### src/rtl/addsub_mp_seq_if.sv
// Requester-side bundle for the multi-precision add/subtract sequencer:
// start/ready handshake, operands in, registered result and flags out.
interface addsub_mp_seq_if #(
    parameter int WIDTH   = 8,
    parameter int NSLICES = 4
);
    localparam int W = WIDTH * NSLICES;

    logic         start;
    logic         op;
    logic [W-1:0] a;
    logic [W-1:0] b;
    logic         cin;
    logic         ready;
    logic         busy;
    logic         done;
    logic [W-1:0] result;
    logic         cout;
    logic         ovf;
    logic         zero;

    modport master (
        output start, op, a, b, cin,
        input  ready, busy, done, result, cout, ovf, zero
    );

    modport slave (
        input  start, op, a, b, cin,
        output ready, busy, done, result, cout, ovf, zero
    );
endinterface

### src/rtl/addsub_mp_seq.sv
// Multi-precision add/subtract: one WIDTH-bit carry-chain slice is reused
// NSLICES times, least-significant slice first, with the carry held in a register.
module addsub_mp_seq #(
    parameter int WIDTH   = 8,
    parameter int NSLICES = 4
) (
    input  logic          CLK,
    input  logic          RESET,
    addsub_mp_seq_if.slave bus
);
    localparam int W  = WIDTH * NSLICES;
    localparam int KW = (NSLICES > 1) ? $clog2(NSLICES) : 1;

    typedef enum logic [1:0] {S_IDLE, S_RUN, S_DONE} state_t;

    state_t          r_state;
    logic [W-1:0]    r_a;
    logic [W-1:0]    r_b;
    logic [W-1:0]    r_acc;
    logic            r_op;
    logic            r_carry;
    logic [KW-1:0]   r_k;
    logic            r_ready;
    logic            r_busy;
    logic            r_done;
    logic [W-1:0]    r_result;
    logic            r_cout;
    logic            r_ovf;
    logic            r_zero;

    logic [WIDTH-1:0] w_a_slice;
    logic [WIDTH-1:0] w_b_slice;
    logic [WIDTH-1:0] w_sum;
    logic             w_c_out;
    logic             w_last;
    logic [W-1:0]     w_acc_next;

    // Subtract is a + ~b + ~cin, so only B and the initial carry get inverted.
    assign w_a_slice = r_a[r_k*WIDTH +: WIDTH];
    assign w_b_slice = r_b[r_k*WIDTH +: WIDTH] ^ {WIDTH{r_op}};
    assign {w_c_out, w_sum} = {1'b0, w_a_slice} + {1'b0, w_b_slice}
                            + {{WIDTH{1'b0}}, r_carry};
    assign w_last = (r_k == KW'(NSLICES - 1));

    generate
        for (genvar gi = 0; gi < NSLICES; gi++) begin : g_acc
            localparam logic [KW-1:0] SLICE_IDX = KW'(gi);
            assign w_acc_next[gi*WIDTH +: WIDTH] =
                (r_k == SLICE_IDX) ? w_sum : r_acc[gi*WIDTH +: WIDTH];
        end
    endgenerate

    always_ff @(posedge CLK) begin
        if (RESET) begin
            r_state  <= S_IDLE;
            r_a      <= '0;
            r_b      <= '0;
            r_acc    <= '0;
            r_op     <= 1'b0;
            r_carry  <= 1'b0;
            r_k      <= '0;
            r_ready  <= 1'b1;
            r_busy   <= 1'b0;
            r_done   <= 1'b0;
            r_result <= '0;
            r_cout   <= 1'b0;
            r_ovf    <= 1'b0;
            r_zero   <= 1'b0;
        end else begin
            case (r_state)
                S_IDLE: begin
                    if (bus.start && r_ready) begin
                        r_a     <= bus.a;
                        r_b     <= bus.b;
                        r_op    <= bus.op;
                        r_carry <= bus.cin ^ bus.op;
                        r_k     <= '0;
                        r_ready <= 1'b0;
                        r_busy  <= 1'b1;
                        r_state <= S_RUN;
                    end
                end
                S_RUN: begin
                    r_acc   <= w_acc_next;
                    r_carry <= w_c_out;
                    if (w_last) begin
                        // Flags come from the final slice, which holds the sign bit.
                        r_result <= w_acc_next;
                        r_cout   <= w_c_out ^ r_op;
                        r_ovf    <= (r_a[W-1] == w_b_slice[WIDTH-1])
                                 && (w_sum[WIDTH-1] != r_a[W-1]);
                        r_zero   <= (w_acc_next == '0);
                        r_done   <= 1'b1;
                        r_busy   <= 1'b0;
                        r_state  <= S_DONE;
                    end else begin
                        r_k <= r_k + 1'b1;
                    end
                end
                S_DONE: begin
                    r_done  <= 1'b0;
                    r_ready <= 1'b1;
                    r_state <= S_IDLE;
                end
                default: begin
                    r_done  <= 1'b0;
                    r_busy  <= 1'b0;
                    r_ready <= 1'b1;
                    r_state <= S_IDLE;
                end
            endcase
        end
    end

    assign bus.ready  = r_ready;
    assign bus.busy   = r_busy;
    assign bus.done   = r_done;
    assign bus.result = r_result;
    assign bus.cout   = r_cout;
    assign bus.ovf    = r_ovf;
    assign bus.zero   = r_zero;
endmodule

### src/flat_wrapper.sv
// flat-port wrapper written by rule: the top's interface ports become plain ports
module addsub_mp_seq_flat 
#(
    parameter int WIDTH   = 8,
    parameter int NSLICES = 4
)
  (CLK, RESET, bus_start, bus_op, bus_a, bus_b, bus_cin, bus_ready, bus_busy, bus_done, bus_result, bus_cout, bus_ovf, bus_zero);
  addsub_mp_seq_if #(.WIDTH(WIDTH), .NSLICES(NSLICES)) bus_i ();
  input  logic CLK;
  input  logic RESET;
  input wire logic [$bits(bus_i.start)-1:0] bus_start;
  input wire logic [$bits(bus_i.op)-1:0] bus_op;
  input wire logic [$bits(bus_i.a)-1:0] bus_a;
  input wire logic [$bits(bus_i.b)-1:0] bus_b;
  input wire logic [$bits(bus_i.cin)-1:0] bus_cin;
  output wire logic [$bits(bus_i.ready)-1:0] bus_ready;
  output wire logic [$bits(bus_i.busy)-1:0] bus_busy;
  output wire logic [$bits(bus_i.done)-1:0] bus_done;
  output wire logic [$bits(bus_i.result)-1:0] bus_result;
  output wire logic [$bits(bus_i.cout)-1:0] bus_cout;
  output wire logic [$bits(bus_i.ovf)-1:0] bus_ovf;
  output wire logic [$bits(bus_i.zero)-1:0] bus_zero;
  assign bus_i.start = bus_start;
  assign bus_i.op = bus_op;
  assign bus_i.a = bus_a;
  assign bus_i.b = bus_b;
  assign bus_i.cin = bus_cin;
  assign bus_ready = bus_i.ready;
  assign bus_busy = bus_i.busy;
  assign bus_done = bus_i.done;
  assign bus_result = bus_i.result;
  assign bus_cout = bus_i.cout;
  assign bus_ovf = bus_i.ovf;
  assign bus_zero = bus_i.zero;
  addsub_mp_seq #(.WIDTH(WIDTH), .NSLICES(NSLICES)) u_core (.CLK(CLK), .RESET(RESET), .bus(bus_i));
endmodule
### config.mk
export PLATFORM = sky130hd
export DESIGN_NAME = addsub_mp_seq_flat
export DESIGN_NICKNAME = d
export VERILOG_FILES = /design/src/rtl/addsub_mp_seq_if.sv /design/src/rtl/addsub_mp_seq.sv /design/src/flat_wrapper.sv
export SDC_FILE = /design/constraint.sdc
export NUM_CORES = 1
export LEC_CHECK = 0
export BUFFER_PORTS_ARGS = -buffer_cell sky130_fd_sc_hd__buf_2
export CELL_PAD_IN_SITES_DETAIL_PLACEMENT = 1
export CELL_PAD_IN_SITES_GLOBAL_PLACEMENT = 1
export CORE_ASPECT_RATIO = 0.9
export CORE_MARGIN = 3
export CORE_UTILIZATION = 44
export DETAILED_ROUTE_END_ITERATION = 16
export HOLD_SLACK_MARGIN = 0.1
export PLACE_DENSITY_LB_ADDON = 0.12
export SYNTH_ARGS = -nofsm -noshare
export SYNTH_HDL_FRONTEND = slang
export SYNTH_SLANG_ARGS = --single-unit
export TNS_END_PERCENT = 5
### constraint.sdc
create_clock -name CLK -period 8.83 [get_ports CLK]
set_input_delay 0 -clock CLK [delete_from_list [all_inputs] [get_ports CLK]]
set_output_delay 0 -clock CLK [all_outputs]
set_load 0.005 [all_outputs]
==> impl_metrics.tcl <==
set metrics [dict create \
    seq_area_sq_um 2660 \
    final_common_cell "nand2_1" \
    ys_seq_area_share_pct 45.7 \
    drt-initial-drc-count 403 \
    core_area_sq_um 12800 \
    setup_viol 0 \
    cts_tree "built" \
    multi_input_area_sq_um 2940 \
    critPathRequiredTime_ns 9.17 \
    drive_gt1_share_pct 19.3 \
    clk_path_buf_depth 2 \
    h-tree-depth 4 \
    clock-sinks 133 \
    synth_cells 699 \
    power_mw 1.70 \
    power_frac_seq_pct 38.6 \
    finalSetupTns_ns 0 \
    worst_pin_slew_ns 1.21 \
    insertion_delay_ns 0.43 \
    syn-cell-area_sq_um 5820 \
    drc 0 \
    cts_root_buf "clkbuf_16" \
    slew_violations 0 \
    worstSetupEndpointType "flop" \
    cp_max_fo 20 \
    layout_min_cycle_time_ns 4.13 \
    finalHoldViolations 0 \
    port_buffers 106 \
    p_int_mw 1.25 \
    rsz0062_at_grt "no" \
    cts_resized 0 \
    synthDistinctLibCells 47 \
    numCtsBuffers 17 \
    regToRegSetupSlack_ns 4.70 \
    wl_mm 19.4 \
    syn_area_per_cell_sq_um 8.33 \
    synth-main-ff-cell "dfxtp_1" \
    grt_usage_pct 27.0 \
    yosysWarnings 0 \
    crit_arrival_ns 4.47 \
    ant_nets 0 \
    ys_ff_latch 133 \
    grt_pass1_wl_mm 30.7 \
    rows 39 \
    viasPerCell 5.46 \
    leakage_nw 3.13 \
    power.switching_mw 0.448 \
    skew_ns 0.0115 \
    synth_enable_flop_cells 0 \
    p_clk_share_pct 46.1 \
    slew-limit-headroom_pct 19.3 \
    initial_utilization_pct 45.4 \
    hpwl_mm 11.5 \
    fp.dieW_um 127 \
    die_area_sq_um 14600 \
    antenna_found_initial 1 \
    synthArstFlopShare_pct 0 \
    wire_per_inst_um 19.0 \
    die_h_um 115 \
    power_density_nw_per_um2 219 \
    ir_drop_mv 0.134 \
    gp_congestion 0.872 \
    area_growth_pct 32.8 \
    syn-num-nets 781 \
    worst_setup_path_start_kind "flop" \
    min_path_type "in -> reg" \
    maxCapViolations 0 \
    io_pins 107 \
    nets 925 \
    fillers 1509 \
    mostFrequentLayoutCells "198 x nand2_1, 133 x dfxtp_1, 110 x a21oi_1" \
    drt_pre_antenna_iters 4 \
    p_comb_share_pct 15.4 \
    fmax_mhz 242 \
    status "finished clean" \
    crit_type "reg -> reg" \
    vias 5576 \
    grt_pass1_vias 5856 \
    cts.clk_slew.worst_paths_ns 0.06 \
    overflow 0 \
    post-route-period-util_pct 46.8 \
    netSwitchingFraction_pct 26.4 \
    grt_max_degree 75 \
]
-- worst paths after layout --
path,from,endpoint,depth (start not counted)
hold reg to reg,u_core.bus.result[26],u_core.bus.result[26],2
setup reg to reg,u_core.r_k[1],u_core.bus.zero,11
setup / recovery,u_core.r_k[1],u_core.bus.zero,11
hold / removal,bus_start,u_core.r_a[28],5
-- what timing repair did --
item	4_1_cts	5_1_grt
hold buffers	67	0
setup buffers	0	0
hold endpoints to repair	86	0
-- power by group through the flow --
stage,registers (mW),logic (mW),clock network (mW)
6_report,0.654,0.260,0.782
5_1_grt,0.657,0.285,0.819
4_1_cts,0.651,0.254,0.788
3_5_place_dp,0.664,0.229,0
3_3_place_gp,0.662,0.219,0
2_1_floorplan,0.652,0.162,0
-- state kept, by name (all words and copies together), names as in the netlist --
signal,count
u_core.bus.cout,1
u_core.r_carry,1
u_core.r_state,2
u_core.bus.zero,1
u_core.r_k,2
u_core.bus.busy,1
u_core.r_a,32
u_core.r_acc,25
u_core.bus.result,32
u_core.r_op,1
u_core.bus.ready,1
u_core.r_b,32
u_core.bus.done,1
u_core.bus.ovf,1
-- logic make-up after synthesis --
kind of cell	share of synthesized area, %
buf+inv	4.00
fa+ha+maj	3.05
flops	45.7
xor+xnor	2.26
compound gates	16.6
simple gates	19.4
mux	8.94
-- per-layer routing --
metal / part of all wire [%] / GRT usage, %
met4: 2.9 / 11.4
met5: 0 / 0
met2: 51 / 46.9
met1: 42 / 32.2
met3: 4.6 / 6.41
-- worst max-delay path, cell delays in order (launching register included) --
cell and delay (ns):
dfxtp_1 0.93, mux4_2 0.44, xor2_1 0.23, fa_1 0.23
inv_1 0.06, fa_1 0.40, xnor2_1 0.33, o21bai_1 0.27
or4_4 0.53, nor4b_2 0.29, nand4_1 0.15, o31ai_2 0.19
-- cell usage after synthesis, drive strengths merged, types with 4 or more instances --
cell / number / share of area (%)
a211oi: 26 / 3.4
mux4: 16 / 6.2
nor2: 50 / 3.2
o21ai: 10 / 0.86
ha: 11 / 2.4
nor3: 6 / 0.52
nand2: 198 / 13
xor2: 11 / 1.7
clkbuf: 41 / 2.7
dfxtp: 133 / 46
a21oi: 110 / 9.5
nand2b: 5 / 0.54
inv: 9 / 0.58
xnor2: 4 / 0.60
buf: 11 / 0.75
mux2i: 16 / 2.8
-- through the flow --
| stage | utilization [%] | worst slack [ns] | cells | hold WS, ns | area, sq um |
|---|---|---|---|---|---|
| after floorplan | - | 5.05 | 699 | 0.136 | 5820 |
| after global placement | 49.9 | 4.88 | 921 | 0.242 | 6400 |
| after detailed placement | 49.9 | 4.69 | 921 | 0.248 | 6400 |
| after CTS | 60.2 | 4.68 | 1020 | 0.163 | 7720 |
| after global routing | 60.3 | 4.46 | 1021 | 0.197 | 7730 |
| final | 60.3 | 4.70 | 1021 | 0.158 | 7730 |
-- layout make-up --
type / instances / share of cell area (%)
inverter: 9 / 0.437
clock inverter: 8 / 1.84
timing repair buffer: 177 / 16.0
antenna: 1 / 0.0324
multi-input combinational: 505 / 38.0
sequential: 133 / 34.4
clock buffer: 24 / 6.62
tap: 164 / 2.65
Power figures use the tool's default switching activity.
